$ cat config.mk
export PLATFORM = sky130hd
export DESIGN_NAME = disp_conf_frame_writer
export DESIGN_NICKNAME = d
export VERILOG_FILES = /design/src/rtl/disp_conf_frame_writer.sv
export SDC_FILE = /design/constraint.sdc
export NUM_CORES = 1
export LEC_CHECK = 0
export BUFFER_PORTS_ARGS = -buffer_cell sky130_fd_sc_hd__clkbuf_2
export CORE_UTILIZATION = 51
export CTS_BUF_LIST = sky130_fd_sc_hd__clkbuf_8
export CTS_CLUSTER_DIAMETER = 50
export DETAILED_ROUTE_END_ITERATION = 10
export GPL_TIMING_DRIVEN = 1
export PLACE_DENSITY = 0.79
export SYNTH_ARGS = -nofsm -noshare
export SYNTH_HDL_FRONTEND = slang
export SYNTH_SLANG_ARGS = --single-unit
$ cat constraint.sdc
create_clock -name clk -period 2.01 [get_ports clk]
set_clock_uncertainty 0.05 [all_clocks]
set_input_delay 0.3015 -clock clk [delete_from_list [all_inputs] [get_ports clk]]
set_output_delay 0.3015 -clock clk [all_outputs]
set_load 0.03 [all_outputs]
$ cat src/rtl/disp_conf_frame_writer.sv
// Disparity/confidence frame writer.
// Packs four zero-extended {disp, conf} entries per 64-bit word and streams
// whole decimated frames to memory via an Avalon-MM write master, rotating
// through num_buffers frame buffers and pulsing frame_done per frame.
module disp_conf_frame_writer #(
  parameter int unsigned disp_bits        = 5,
  parameter int unsigned dec_frame_width  = 240,
  parameter int unsigned dec_frame_height = 240,
  parameter logic [31:0] base_addr        = 32'h0000_0000,
  parameter int unsigned num_buffers      = 2,
  localparam int unsigned BUF_W = (num_buffers > 1) ? $clog2(num_buffers) : 1
) (
  input  logic                   clk,
  input  logic                   reset_n,
  input  logic [disp_bits+7:0]   disp_conf_in,
  input  logic                   in_valid,
  output logic                   in_ready,
  input  logic                   enable,
  output logic [31:0]            avm_address,
  output logic                   avm_write,
  output logic [63:0]            avm_writedata,
  output logic [7:0]             avm_byteenable,
  input  logic                   avm_waitrequest,
  output logic                   frame_done,
  output logic [BUF_W-1:0]       frame_buf_idx
);

  localparam int unsigned FRAME_WORDS = (dec_frame_width * dec_frame_height) / 4;
  localparam int unsigned FRAME_BYTES = dec_frame_width * dec_frame_height * 2;
  localparam int unsigned WORD_W      = $clog2(FRAME_WORDS + 1);

  // ST_FLUSH: last word of the frame sits in the output register; input is
  // held off so the next frame never shares a word with this one.
  typedef enum logic [1:0] {
    ST_IDLE  = 2'd0,
    ST_RUN   = 2'd1,
    ST_FLUSH = 2'd2
  } state_t;

  state_t            r_state;
  state_t            w_next_state;
  logic [1:0]        r_lane;
  logic [WORD_W-1:0] r_word_idx;
  logic [BUF_W-1:0]  r_buf_idx;
  logic [47:0]       r_pack;
  logic              r_avm_write;
  logic [31:0]       r_avm_address;
  logic [63:0]       r_avm_writedata;
  logic              r_frame_done;
  logic [BUF_W-1:0]  r_frame_buf_idx;

  logic              w_out_free;
  logic              w_in_ready;
  logic              w_accept;
  logic              w_last_entry;
  logic              w_last_word;
  logic              w_last_word_load;
  logic              w_wr_accept;
  logic              w_last_accept;
  logic [15:0]       w_entry16;
  logic [63:0]       w_word;
  logic [31:0]       w_addr;
  logic [BUF_W-1:0]  w_buf_next;

  // Handshake and datapath decode
  always_comb begin
    w_out_free       = (!r_avm_write) || (!avm_waitrequest);
    w_in_ready       = (r_state == ST_RUN) && ((r_lane != 2'd3) || w_out_free);
    w_accept         = in_valid && w_in_ready;
    w_last_entry     = w_accept && (r_lane == 2'd3);
    w_last_word      = (r_word_idx == WORD_W'(FRAME_WORDS - 1));
    w_last_word_load = w_last_entry && w_last_word;
    w_wr_accept      = r_avm_write && (!avm_waitrequest);
    w_last_accept    = (r_state == ST_FLUSH) && w_wr_accept;
    w_entry16        = 16'(disp_conf_in);
    w_word           = {w_entry16, r_pack};
    w_addr           = base_addr
                     + (32'(r_buf_idx) * 32'(FRAME_BYTES))
                     + (32'(r_word_idx) << 32'd3);
    if (r_buf_idx == BUF_W'(num_buffers - 1)) begin
      w_buf_next = '0;
    end else begin
      w_buf_next = r_buf_idx + BUF_W'(1);
    end
  end

  // Next-state logic; enable only matters in IDLE and at the frame boundary
  always_comb begin
    w_next_state = r_state;
    case (r_state)
      ST_IDLE: begin
        if (enable) begin
          w_next_state = ST_RUN;
        end else begin
          w_next_state = ST_IDLE;
        end
      end
      ST_RUN: begin
        if (w_last_word_load) begin
          w_next_state = ST_FLUSH;
        end else begin
          w_next_state = ST_RUN;
        end
      end
      ST_FLUSH: begin
        if (w_wr_accept) begin
          if (enable) begin
            w_next_state = ST_RUN;
          end else begin
            w_next_state = ST_IDLE;
          end
        end else begin
          w_next_state = ST_FLUSH;
        end
      end
      default: begin
        w_next_state = ST_IDLE;
      end
    endcase
  end

  // FSM state register
  always_ff @(posedge clk or negedge reset_n) begin
    if (!reset_n) begin
      r_state <= ST_IDLE;
    end else begin
      r_state <= w_next_state;
    end
  end

  // Lane counter and pack register for lanes 0..2
  always_ff @(posedge clk or negedge reset_n) begin
    if (!reset_n) begin
      r_lane <= 2'd0;
      r_pack <= 48'd0;
    end else if (w_accept) begin
      r_lane <= r_lane + 2'd1;
      case (r_lane)
        2'd0:    r_pack[15:0]  <= w_entry16;
        2'd1:    r_pack[31:16] <= w_entry16;
        2'd2:    r_pack[47:32] <= w_entry16;
        default: r_pack        <= 48'd0;
      endcase
    end
  end

  // Word index within the frame; wraps to 0 once the last word is loaded
  always_ff @(posedge clk or negedge reset_n) begin
    if (!reset_n) begin
      r_word_idx <= '0;
    end else if (w_last_entry) begin
      if (w_last_word) begin
        r_word_idx <= '0;
      end else begin
        r_word_idx <= r_word_idx + WORD_W'(1);
      end
    end
  end

  // Buffer rotation and frame_done pulse on acceptance of the last word
  always_ff @(posedge clk or negedge reset_n) begin
    if (!reset_n) begin
      r_buf_idx       <= '0;
      r_frame_done    <= 1'b0;
      r_frame_buf_idx <= '0;
    end else begin
      r_frame_done <= w_last_accept;
      if (w_last_accept) begin
        r_frame_buf_idx <= r_buf_idx;
        r_buf_idx       <= w_buf_next;
      end
    end
  end

  // Avalon output register: load on lane-3 accept, hold while stalled
  always_ff @(posedge clk or negedge reset_n) begin
    if (!reset_n) begin
      r_avm_write     <= 1'b0;
      r_avm_address   <= base_addr;
      r_avm_writedata <= 64'd0;
    end else if (w_last_entry) begin
      r_avm_write     <= 1'b1;
      r_avm_address   <= w_addr;
      r_avm_writedata <= w_word;
    end else if (w_wr_accept) begin
      r_avm_write     <= 1'b0;
    end
  end

  assign in_ready       = w_in_ready;
  assign avm_write      = r_avm_write;
  assign avm_address    = r_avm_address;
  assign avm_writedata  = r_avm_writedata;
  assign avm_byteenable = 8'hFF;
  assign frame_done     = r_frame_done;
  assign frame_buf_idx  = r_frame_buf_idx;

endmodule

After elaboration in Yosys (flattened, before gate mapping)
Index checks and enable logic that the tools add are counted.
{"block": "word_totals", "register_bits": 163, "wordCells": 57, "input_bits": 18}
{"block": "classes", "mul": 1, "n_reduce_logical": 19, "n_addsub": 4, "muxes": 11, "bitwise": 3, "eq_ne": 7}
{"operator": "16-bit case mux with 2 select lines", "n": 3}
{"operator": "18-bit by 17-bit adder with 19-bit output", "n": 1}
{"operator": "14-bit by 1-bit adder with 14-bit output, second input constant", "n": 1}
{"operator": "14-bit equality test, second input constant", "n": 1}
{"operator": "14-bit 2-to-1 mux", "n": 1}
{"operator": "1-bit by 8-bit multiplier with 9-bit output, second input constant", "n": 1}
{"operator": "2-bit equality test, second input constant", "n": 3}
{"operator": "1-bit logical AND", "n": 6}
{"operator": "2-bit case mux with 3 select lines", "n": 1}
{"operator": "2-bit AND reduction", "n": 3}
{"operator": "2-bit OR reduction", "n": 3}
{"operator": "2-bit by 1-bit equality test with 1-bit output, second input constant", "n": 2}
{"operator": "2-bit logical NOT", "n": 2}
{"operator": "1-bit 2-to-1 mux", "n": 4}
{"operator": "2-bit 2-to-1 mux", "n": 2}
{"operator": "1-bit NOT", "n": 3}
{"operator": "2-bit by 1-bit adder with 2-bit output, second input constant", "n": 1}
{"operator": "1-bit logical NOT", "n": 2}
{"operator": "1-bit logical OR", "n": 2}
{"operator": "2-bit inequality test, second input constant", "n": 1}
{"operator": "2-bit nonzero test", "n": 1}
{"operator": "1-bit adder, second input constant", "n": 1}

Logic depth before layout (Yosys ltp)
Gate-level depths: netlist of the first run.
{"block": "logic_depth", "depth_word": 9, "ltp_mapped": 7}

Worst setup path before layout of the first run
Ideal clock, no wire load.
{"block": "synth_timing", "kind": "flip-flop to flip-flop", "start": "register r_lane[0]", "end": "register r_pack[19]", "path_stages_with_launch": 8, "required_ps": 1881, "arrival_time_ps": 1795, "path_buffers": 2, "path_slack_ps": 86, "path_cell_list": "dfrtp_1 > ha_1 > nand3_1 > or3b_1 > buf_6 > nor3_4 > buf_12 > mux2i_1"}
{"block": "synth_between", "elab_chain_cells": 5, "elab_cells_between_ends": 11}
{"item": "from (decl)", "line_no": "42", "rtl": "logic [1:0] r_lane;"}
{"item": "from (signal assigned)", "line_no": "137", "rtl": "r_lane <= r_lane + 2'd1;"}
{"item": "2-bit inequality test", "line_no": "68", "rtl": "w_in_ready = (r_state == ST_RUN) && ((r_lane != 2'd3) || w_out_free);"}
{"item": "1-bit logical OR", "line_no": "68"}
{"item": "1-bit logical AND", "line_no": "68"}
{"item": "1-bit logical AND", "line_no": "69", "rtl": "w_accept = in_valid && w_in_ready;"}
{"item": "2-bit AND reduction (no source line)"}
{"item": "to (signal assigned)", "line_no": "140", "rtl": "2'd1: r_pack[31:16] <= w_entry16;"}
{"item": "to (decl)", "line_no": "45", "rtl": "logic [47:0] r_pack;"}
Parallel ways exist; a longest one is shown, timed or not. The select of a mux whose other input is x is not followed.
A chain may end at the register's enable or synchronous reset.

Worst setup path in the final report of the first run
{"block": "layout_timing", "start": "register r_lane[0]", "end": "register r_pack[37]"}
Same word-level chain as after synthesis.

==> run summary, run 1 <==
HPWL after DPL - 8433 um
max_cap viols - 0
top_reg_cell synth - dfrtp_1
worst min-delay path class - input port to flop
Area Growth Syn to Fin - 18.13%
CTS H-tree depth - 4
Post-Route WL - 11980 um
EDFF count, synth - 0
P_leak - 0.003493 uW
TritonRoute pass-1 iters - 4
vias in the first global route - 4045
clock sink count - 128
DR WL/cell - 14.23 um
DRC viols - 0
Setup TNS - 0 ps
clk slew on worst S/H paths - 80 ps
Pins Over Slew Limit - 0
finished layout cell area - 6751 sq um
Longest Clk Path Bufs - 2
crit path max fanout - 6
Peak Freq - 506.2 MHz
largest net degree at the start of global routing - 68
Vias/cell - 4.986
initial antenna violation count - 0
antenna cells - 0
Post-Syn Instances - 586
Ys Warns - 0
R2R Setup Slk - 30 ps
Starting Density - 52.49%
Crit. End Element - flop
clk_lat worst skew - 440 ps
min Tclk post-route - 1976 ps
cell family with most CP delay - simple AND/OR/NAND/NOR gates
Nets - 717
sequential share of the synthesized area - 56.04%
Final setup viols - 0
Sw Ratio - 41.62%
internal power - 5772 uW
Comb pwr share - 39.3%
clock root buffer - clkbuf_8
CTS buffer count - 17
top-area cell type share of the netlist area - 56.04%
Chip Width - 107.9 um
Switch Pwr - 4114 uW
Startpoint Class - flop
core area - 10890 sq um
Yosys reg bits - 128
Avg Inst Size Synth - 9.753 sq um
Die Ht - 107.9 um
via count - 4198
count of input and output buffers - 88
Slowest cell on crit path - dfrtp_1
maximum vdd ir drop - 0.0007342 V
WP data arrival - 2290 ps
Area contributors post-synth - dfrtp_1, nand2_1, mux2i_1, buf_4, o21ai_0
Netlist Area Pre-Place - 5715 sq um
Cell Chain, Critical Path - ha_2, nand3_2, or3b_4, nor3_4, clkbuf_16, mux2i_1
Commonest cells post-synth - nand2_1, dfrtp_1, o21ai_0, inv_1, buf_4
most frequent cell after synthesis - nand2_1
drt initial violations - 253
register share of total power - 39.3%
post-synth top area cell - dfrtp_1
met3 routed WL - 632 um
Critical path buffers and inverters - 1
total track usage - 22.01%
ys async rst share - 100.0%
met2 WL post-DR - 5763 um
Die Footprint - 11630 sq um
met1 WL - 5304 um
Fin. Hold Viols - 0
Pwr Total - 9886 uW
Pwr Density - 1464 nW/um^2
Tcrit/Tclk final - 98.29%
global-route wire length before repair - 19480 um
layout cells sized above 1 - 22.36%
synth unique cells - 38
post-route ant nets - 0
highest metal used - met4
overflow left after global routing - 0
outcome - finished clean
Placer Congestion - 0.8297
I/O pin count - 126
Clk pwr share - 21.4%
Rows - 38
WS Path Type - flop to flop
placed inst area - 6262 sq um
CTS tree - done
Worst EP required - 2320 ps
Max stage delay on crit path - 430 ps
## kinds of logic (layout without fill, tap and decap cells)
kind of cell	count (synthesis)	count (layout)	synth area share (%)
DFF	128	128	56.04
adders and majority gates	10	10	2.189
AOI/OAI and AO/OA	61	61	5.714
and+or+nand+nor	232	232	17.80
buffers and inverters	106	187	10.20
other	2	37	0.1314
xor gates and xnor gates	16	16	2.452
muxes	31	31	5.473
## worst reg2reg max path, cell delays in order, from the launching register on
cell       delay (ps)
dfrtp_1           430
ha_2              230
nand3_2            80
or3b_4            430
nor3_4            270
clkbuf_16         220
mux2i_1           200
## what timing repair did
action	in CTS	in global routing
endpoints found under the setup margin	7	28
hold buffers	1	0
endpoints found under the hold margin	128	0
gates cloned	0	1
buffers inserted	0	7
gates resized for setup	1	5
## registers in the layout (all words and copies together), names as in the netlist
name / cells
avm_write: 1
r_buf_idx: 1
avm_address: 15
frame_buf_idx: 1
r_lane: 2
r_state: 2
r_pack: 39
r_word_idx: 14
avm_writedata: 52
frame_done: 1
## worst paths after layout
| kind | startpoint | to | depth (start not counted) |
|---|---|---|---|
| setup / recovery | r_lane[0] | r_pack[37] | 6 |
| hold / removal | disp_conf_in[3] | avm_writedata[51] | 3 |
| setup reg to reg | r_lane[0] | r_pack[37] | 6 |
| hold reg to reg | avm_writedata[2] | avm_writedata[2] | 2 |
| max in group asynchronous | reset_n | avm_writedata[7] | 3 |
| min in group asynchronous | reset_n | avm_address[13] | 3 |
## power by group through the flow
stage | combinational, uW | sequential, uW | clock, uW
after floorplan | 1720 | 4810 | 0
after global placement | 3660 | 3880 | 0
after detailed placement | 3770 | 3920 | 0
after CTS | 3800 | 3880 | 2150
after global routing | 4230 | 3980 | 2260
final | 3880 | 3890 | 2120
## layer usage
layer | vias up | GRT usage [%]
met5 | - | 0
met4 | 0 | 8.513
met3 | 25 | 5.751
met2 | 155 | 35.53
met1 | 2014 | 28.39
li1 | 2004 | -
## final cells by class
class                      count  area [sq um]
fill                         877          4136
sequential                   128          3203
multi-input combinational    387          2098
timing repair buffer         112         730.7
clock buffer                  17         234.0
tap                          140         175.2
inverter                      43         161.4
clock inverter                15         148.9
## cell usage in the layout, fill, tap and decap left out, drive strengths merged
cell type | synthesis | final
a21oi | 3 | 3
a2bb2o | 2 | 2
a31o | 2 | 2
and2 | 2 | 2
and3 | 3 | 3
buf | 45 | 24
bufinv | 0 | 2
clkbuf | 18 | 104
clkinv | 0 | 4
clkinvlp | 0 | 5
conb | 2 | 37
dfrtp | 128 | 128
dlygate4sd3 | 0 | 1
ha | 10 | 10
inv | 43 | 47
mux2 | 2 | 2
mux2i | 29 | 29
nand2 | 176 | 176
nand2b | 4 | 4
nand3 | 19 | 19
nand4 | 3 | 3
nand4b | 2 | 2
nor2 | 9 | 9
nor2b | 1 | 1
nor3 | 6 | 6
nor3b | 1 | 1
nor4 | 3 | 3
nor4b | 1 | 1
o21ai | 52 | 52
o22ai | 1 | 1
o31ai | 1 | 1
or3 | 1 | 1
or3b | 1 | 1
xnor2 | 10 | 10
xor2 | 6 | 6
## metrics by stage
step | cells | setup WS, ps | hold slack, ps | util, %
6_report | 842 | 34.34 | 77.15 | 62.01
5_1_grt | 842 | -48.70 | 78.13 | 62.01
4_1_cts | 834 | 7.231 | 70.56 | 61.15
3_5_place_dp | 801 | -47.84 | 286.4 | 57.52
3_3_place_gp | 801 | 105.8 | 289.1 | 57.52
2_1_floorplan | 621 | 86.00 | -44.09 | -
No activity file was read; power rests on OpenSTA's default activity.
==> run 2, diff against run 1 <==
--- a/config.mk
+++ b/config.mk
@@ -12,6 +12,9 @@
 export DETAILED_ROUTE_END_ITERATION = 10
 export GPL_TIMING_DRIVEN = 1
 export PLACE_DENSITY = 0.79
+export REMOVE_ABC_BUFFERS = 1
+export SETUP_SLACK_MARGIN = 0.3
 export SYNTH_ARGS = -nofsm -noshare
 export SYNTH_HDL_FRONTEND = slang
 export SYNTH_SLANG_ARGS = --single-unit
+export TNS_END_PERCENT = 30
==> run summary, run 2 (synthesis gave the netlist of run 1 again) <==
drt initial violations - 279 (was 253)
overflow left after global routing - 0 (unchanged)
max_cap viols - 0 (unchanged)
filler instances - 888 (was 877)
clock root buffer - clkbuf_8 (unchanged)
TritonRoute pass-1 iters - 5 (was 4)
crit path max fanout - 13 (was 6)
count of input and output buffers - 88 (unchanged)
Least-Margin Pin Slew - 505.7 ps
initial antenna violation count - 0 (unchanged)
HPWL after DPL - 8047 um (was 8433 um)
Placed Cells - 801 (unchanged)
met3 usage - 5.085% (was 5.751%)
Peak Freq - 510.2 MHz (was 506.2 MHz)
Fin. Hold Viols - 0 (unchanged)
core area - 10890 sq um (unchanged)
Max-slew headroom - 66.01%
vias in the first global route - 4024 (was 4045)
post-route ant nets - 0 (unchanged)
layout cells sized above 1 - 25.77% (was 22.36%)
global routing usage on met1 - 28.86% (was 28.39%)
Setup TNS - 0 ps (unchanged)
Area Growth Syn to Fin - 21.58% (was 18.13%)
via count - 4305 (was 4198)
WP data arrival - 2270 ps (was 2290 ps)
Final WS setup - 49.91 ps (was 34.34 ps)
Pwr Density - 1504 nW/um^2 (was 1464 nW/um^2)
worst min-delay path class - input port to flop (unchanged)
max FFs per register - 52 (unchanged)
maximum vdd ir drop - 0.0006559 V (was 0.0007342 V)
Die Footprint - 11630 sq um (unchanged)
busiest grt layer - met2 (unchanged)
largest net degree at the start of global routing - 84 (was 68)
RSZ-0062 raised after global routing - yes
total track usage - 22.35% (was 22.01%)
Starting Density - 52.49% (unchanged)
DRC viols - 0 (unchanged)
WHS - 55.54 ps (was 77.15 ps)
Rows - 38 (unchanged)
Cell Count, Final, Fillers Out - 850 (was 842)
Chip Width - 107.9 um (unchanged)
Nets - 725 (was 717)
commonest non-fill, non-tap cell in the layout - nand2_1 (unchanged)
CTS H-tree depth - 4 (unchanged)
Pins Over Slew Limit - 0 (unchanged)
Crit. End Element - flop (unchanged)
WS Path Type - flop to flop (unchanged)
Final setup viols - 0 (unchanged)
Die Ht - 107.9 um (unchanged)
I/O pin count - 126 (unchanged)
pre-CTS WS - -8.502 ps (was -47.84 ps)
CTS buffer count - 17 (unchanged)
clk slew on worst S/H paths - 80 ps (about the same)
clk_lat worst skew - 440 ps (about the same)
DR WL/cell - 14.80 um (was 14.23 um)
Placer Congestion - 0.8440 (was 0.8297)
Startpoint Class - flop (unchanged)
CTS tree - done (unchanged)
outcome - finished clean (unchanged)
Vias/cell - 5.065 (was 4.986)
Longest Clk Path Bufs - 2 (unchanged)
P_leak - 0.003561 uW (was 0.003493 uW)
antenna cells - 0 (unchanged)
clock sink count - 128 (unchanged)
Tcrit/Tclk final - 97.52% (was 98.29%)
most frequent cells in the layout - nand2_1, dfrtp_1, clkbuf_2 (unchanged)
global-route wire length before repair - 19740 um (was 19480 um)
Post-Route WL - 12580 um (was 11980 um)
min Tclk post-route - 1960 ps (was 1976 ps)
routing usage on met2 - 36.36% (was 35.53%)
Worst EP required - 2320 ps (about the same)
run 2: cell types whose count changed in the layout (fill, tap and decap cells not counted), moves of 3 or more:
cell     change
nand3_1      -4
o21ai_2      +3
buf_4        +5
nand3_2      +4
o21ai_1      +4
inv_6        +4
o21ai_0      -7
inv_1        -5
run 2: per-layer routing:
layer / part of all wire [%] / up-vias
met1: 43 / 2105
met5: 0 / -
li1: - / 2028
met3: 5.0 / 19
met4: 1.7 / 0
met2: 50 / 153
run 2: metrics by stage:
step,util [%],area [sq um],total power (uW)
3_5_place_dp,57.45,6255,7675
3_3_place_gp,57.45,6255,7521
4_1_cts,62.48,6803,10220
6_report,63.82,6949,10450
5_1_grt,63.82,6949,11040
2_1_floorplan,-,5425,6325
run 2: what timing repair did:
item / 4_1_cts / 5_1_grt
hold buffers: 1 / 0
endpoints found under the hold margin: 31 / 0
endpoints found under the setup margin: 114 / 116
pin swaps: 4 / 6
setup buffers: 7 / 6
cloned: 1 / 2
resized for setup: 8 / 33
run 2: report_power, final:
| part | leakage [uW] | total, uW | internal [uW] | switching, uW |
|---|---|---|---|---|
| sequential | 0.00171 | 3900 | 3430 | 468 |
| clock | 0.000207 | 2360 | 1280 | 1080 |
| combinational | 0.00164 | 4200 | 1400 | 2800 |
run 2: layout make-up:
cell class | instances | area, sq um | area share (%)
flip-flops and latches | 128 | 3206 | 46.13
multi-input cells | 387 | 2171 | 31.24
repair buffers | 120 | 804.5 | 11.58
clock buffers | 18 | 247.7 | 3.565
clock inverters | 14 | 178.9 | 2.575
well taps | 140 | 175.2 | 2.521
inverters | 43 | 166.4 | 2.395
run 2: critical path: stages, from the launching register on:
cell,delay [ps]
dfrtp_1,420
ha_4,190
nand3_2,90
or3b_4,420
buf_4,160
nor3_4,140
buf_12,190
mux2i_2,220
run 2: worst paths after layout:
| kind | from | endpoint | slack, ps | cells after the start |
|---|---|---|---|---|
| worst min-delay path | disp_conf_in[6] | avm_writedata[54] | 60 | 3 |
| max in group asynchronous | reset_n | r_word_idx[1] | 1010 | 3 |
| worst max-delay path | r_lane[1] | r_pack[18] | 50 | 7 |
| worst max register to register | r_lane[1] | r_pack[18] | 50 | 7 |
| worst min register to register | r_pack[8] | avm_writedata[8] | 410 | 2 |
| min in group asynchronous | reset_n | avm_address[14] | 310 | 2 |
==> run 3, diff against run 2 <==
--- a/config.mk
+++ b/config.mk
@@ -11,6 +11,7 @@
 export CTS_CLUSTER_DIAMETER = 50
 export DETAILED_ROUTE_END_ITERATION = 10
 export GPL_TIMING_DRIVEN = 1
+export MAX_ROUTING_LAYER = met4
 export PLACE_DENSITY = 0.79
 export REMOVE_ABC_BUFFERS = 1
 export SETUP_SLACK_MARGIN = 0.3
==> run summary, run 3 (synthesis gave the netlist of run 1 again) <==
maximum vdd ir drop - 0.0006643 V (was 0.0006559 V)
WHS - 63.52 ps (was 55.54 ps)
Placer Congestion - 0.8358 (was 0.8440)
DRC viols - 0 (unchanged)
overflow left after global routing - 0 (unchanged)
CTS tree - done (unchanged)
max_cap viols - 0 (unchanged)
largest net degree at the start of global routing - 129 (was 84)
max FFs per register - 52 (unchanged)
Final setup viols - 0 (unchanged)
Tcrit/Tclk final - 96.82% (was 97.52%)
Least-Margin Pin Slew - 656.9 ps (was 505.7 ps)
layout cells sized above 1 - 25.07% (was 25.77%)
drt initial violations - 190 (was 279)
Setup TNS - 0 ps (unchanged)
HP Start - disp_conf_in[6] (unchanged)
routing usage on met2 - 36.36% (unchanged)
P_leak - 0.003636 uW (was 0.003561 uW)
Hold Path Depth - 3 (unchanged)
global routing usage on met1 - 29.58% (was 28.86%)
clk slew on worst S/H paths - 80 ps (about the same)
global-route wire length before repair - 20040 um (was 19740 um)
worst min-delay path class - input port to flop (unchanged)
Hold EP - avm_writedata[54] (unchanged)
outcome - finished clean (unchanged)
crit path max fanout - 6 (was 13)
Die Footprint - 11630 sq um (unchanged)
commonest non-fill, non-tap cell in the layout - nand2_1 (unchanged)
Max stage delay on crit path - 440 ps (was 420 ps)
Crit. End Element - flop (unchanged)
HPWL after DPL - 7700 um (was 8047 um)
antenna cells - 0 (unchanged)
TritonRoute pass-1 iters - 4 (was 5)
post-route ant nets - 0 (unchanged)
busiest grt layer - met2 (unchanged)
Reg2Reg Depth - 7 (unchanged)
CTS buffer count - 17 (unchanged)
core area - 10890 sq um (unchanged)
Pwr Density - 1490 nW/um^2 (was 1504 nW/um^2)
vias in the first global route - 4076 (was 4024)
Pins Over Slew Limit - 0 (unchanged)
via count - 4320 (was 4305)
met3 usage - 4.540% (was 5.085%)
Cell Chain, Critical Path - ha_2, nand3_2, or3b_4, nor3_4, buf_6, buf_16, mux2i_1 (was ha_4, nand3_2, or3b_4, buf_4, nor3_4, buf_12, mux2i_2)
WP data arrival - 2240 ps (was 2270 ps)
most frequent cells in the layout - nand2_1, dfrtp_1, clkbuf_2 (unchanged)
Pwr Total - 10430 uW (was 10450 uW)
Startpoint Class - flop (unchanged)
clock sink count - 128 (unchanged)
Vias/cell - 5.059 (was 5.065)
clk_lat worst skew - 440 ps (about the same)
Fin. Hold Viols - 0 (unchanged)
Worst EP required - 2310 ps (was 2320 ps)
Max-slew headroom - 56.20% (was 66.01%)
Slowest cell on crit path - or3b_4 (was dfrtp_1)
Area Growth Syn to Fin - 22.50% (was 21.58%)
count of input and output buffers - 88 (unchanged)
Longest Clk Path Bufs - 2 (unchanged)
RSZ-0062 raised after global routing - yes (unchanged)
R2R Setup Slk - 60 ps (was 50 ps)
CTS H-tree depth - 4 (unchanged)
clock root buffer - clkbuf_8 (unchanged)
Rows - 38 (unchanged)
I/O pin count - 126 (unchanged)
Nets - 729 (was 725)
min Tclk post-route - 1946 ps (was 1960 ps)
initial antenna violation count - 0 (unchanged)
WS Path Type - flop to flop (unchanged)
fin util - 64.31% (was 63.82%)
Die Ht - 107.9 um (unchanged)
Starting Density - 52.49% (unchanged)
DR WL/cell - 15.23 um (was 14.80 um)
reg-to-reg endpoint - r_pack[22] (was r_pack[18])
reg-to-reg startpoint - r_lane[1] (unchanged)
Cell Count, Final, Fillers Out - 854 (was 850)
Peak Freq - 513.8 MHz (was 510.2 MHz)
total track usage - 23.38% (was 22.35%)
Placed Cells - 799 (was 801)
Post-Route WL - 13000 um (was 12580 um)
Chip Width - 107.9 um (unchanged)
## run 3: worst max-delay path, delay by kind of cell, from the launching register on
family | cells | cell delay, ps
and+or+nand+nor | 3 | 690
DFF | 1 | 400
buffers and inverters | 2 | 260
muxes | 1 | 240
adders and majority gates | 1 | 220
## run 3: area by class of cell
| type | count | area, sq um |
|---|---|---|
| clock buffer | 17 | 234.0 |
| clock inverter | 15 | 155.1 |
| fill | 837 | 3886 |
| inverter | 43 | 163.9 |
| multi-input combinational | 387 | 2195 |
| sequential | 128 | 3204 |
| tap | 140 | 175.2 |
| timing repair buffer | 124 | 874.6 |
## run 3: metal layers
layer	vias to the layer above	wire, um
met1	2123	5417
met3	25	658
met4	0	289
met2	144	6637
met5	-	0
li1	2028	-
## run 3: worst max path at each step
stage,start,endpoint,cells past startpoint
6_report,r_lane[1],r_pack[22],7
3_5_place_dp,r_lane[0],r_pack[36],6
5_1_grt,r_lane[1],r_pack[22],7
3_3_place_gp,r_lane[0],r_pack[19],6
4_1_cts,r_lane[1],r_word_idx[12],6
2_1_floorplan,r_lane[0],r_word_idx[7],5
## run 3: power breakdown
group	switching, uW	total [uW]	internal [uW]
combinational	2840	4360	1530
clock	986	2180	1200
sequential	458	3890	3430
## run 3: repair_timing
action / 4_1_cts / 5_1_grt
resized for setup: 14 / 29
hold buffers: 1 / 0
hold endpoints to repair: 128 / 0
gates cloned: 2 / 2
endpoints found under the setup margin: 78 / 103
pin swaps: 3 / 4
buffers inserted: 9 / 9
## run 3: metrics by stage
| stage | setup WS, ps | area, sq um |
|---|---|---|
| floorplan | -1114 | 5425 |
| global placement | 103.9 | 6227 |
| detailed placement | -25.40 | 6227 |
| CTS | 128.5 | 6792 |
| global route | 18.81 | 7002 |
| finish | 63.84 | 7002 |
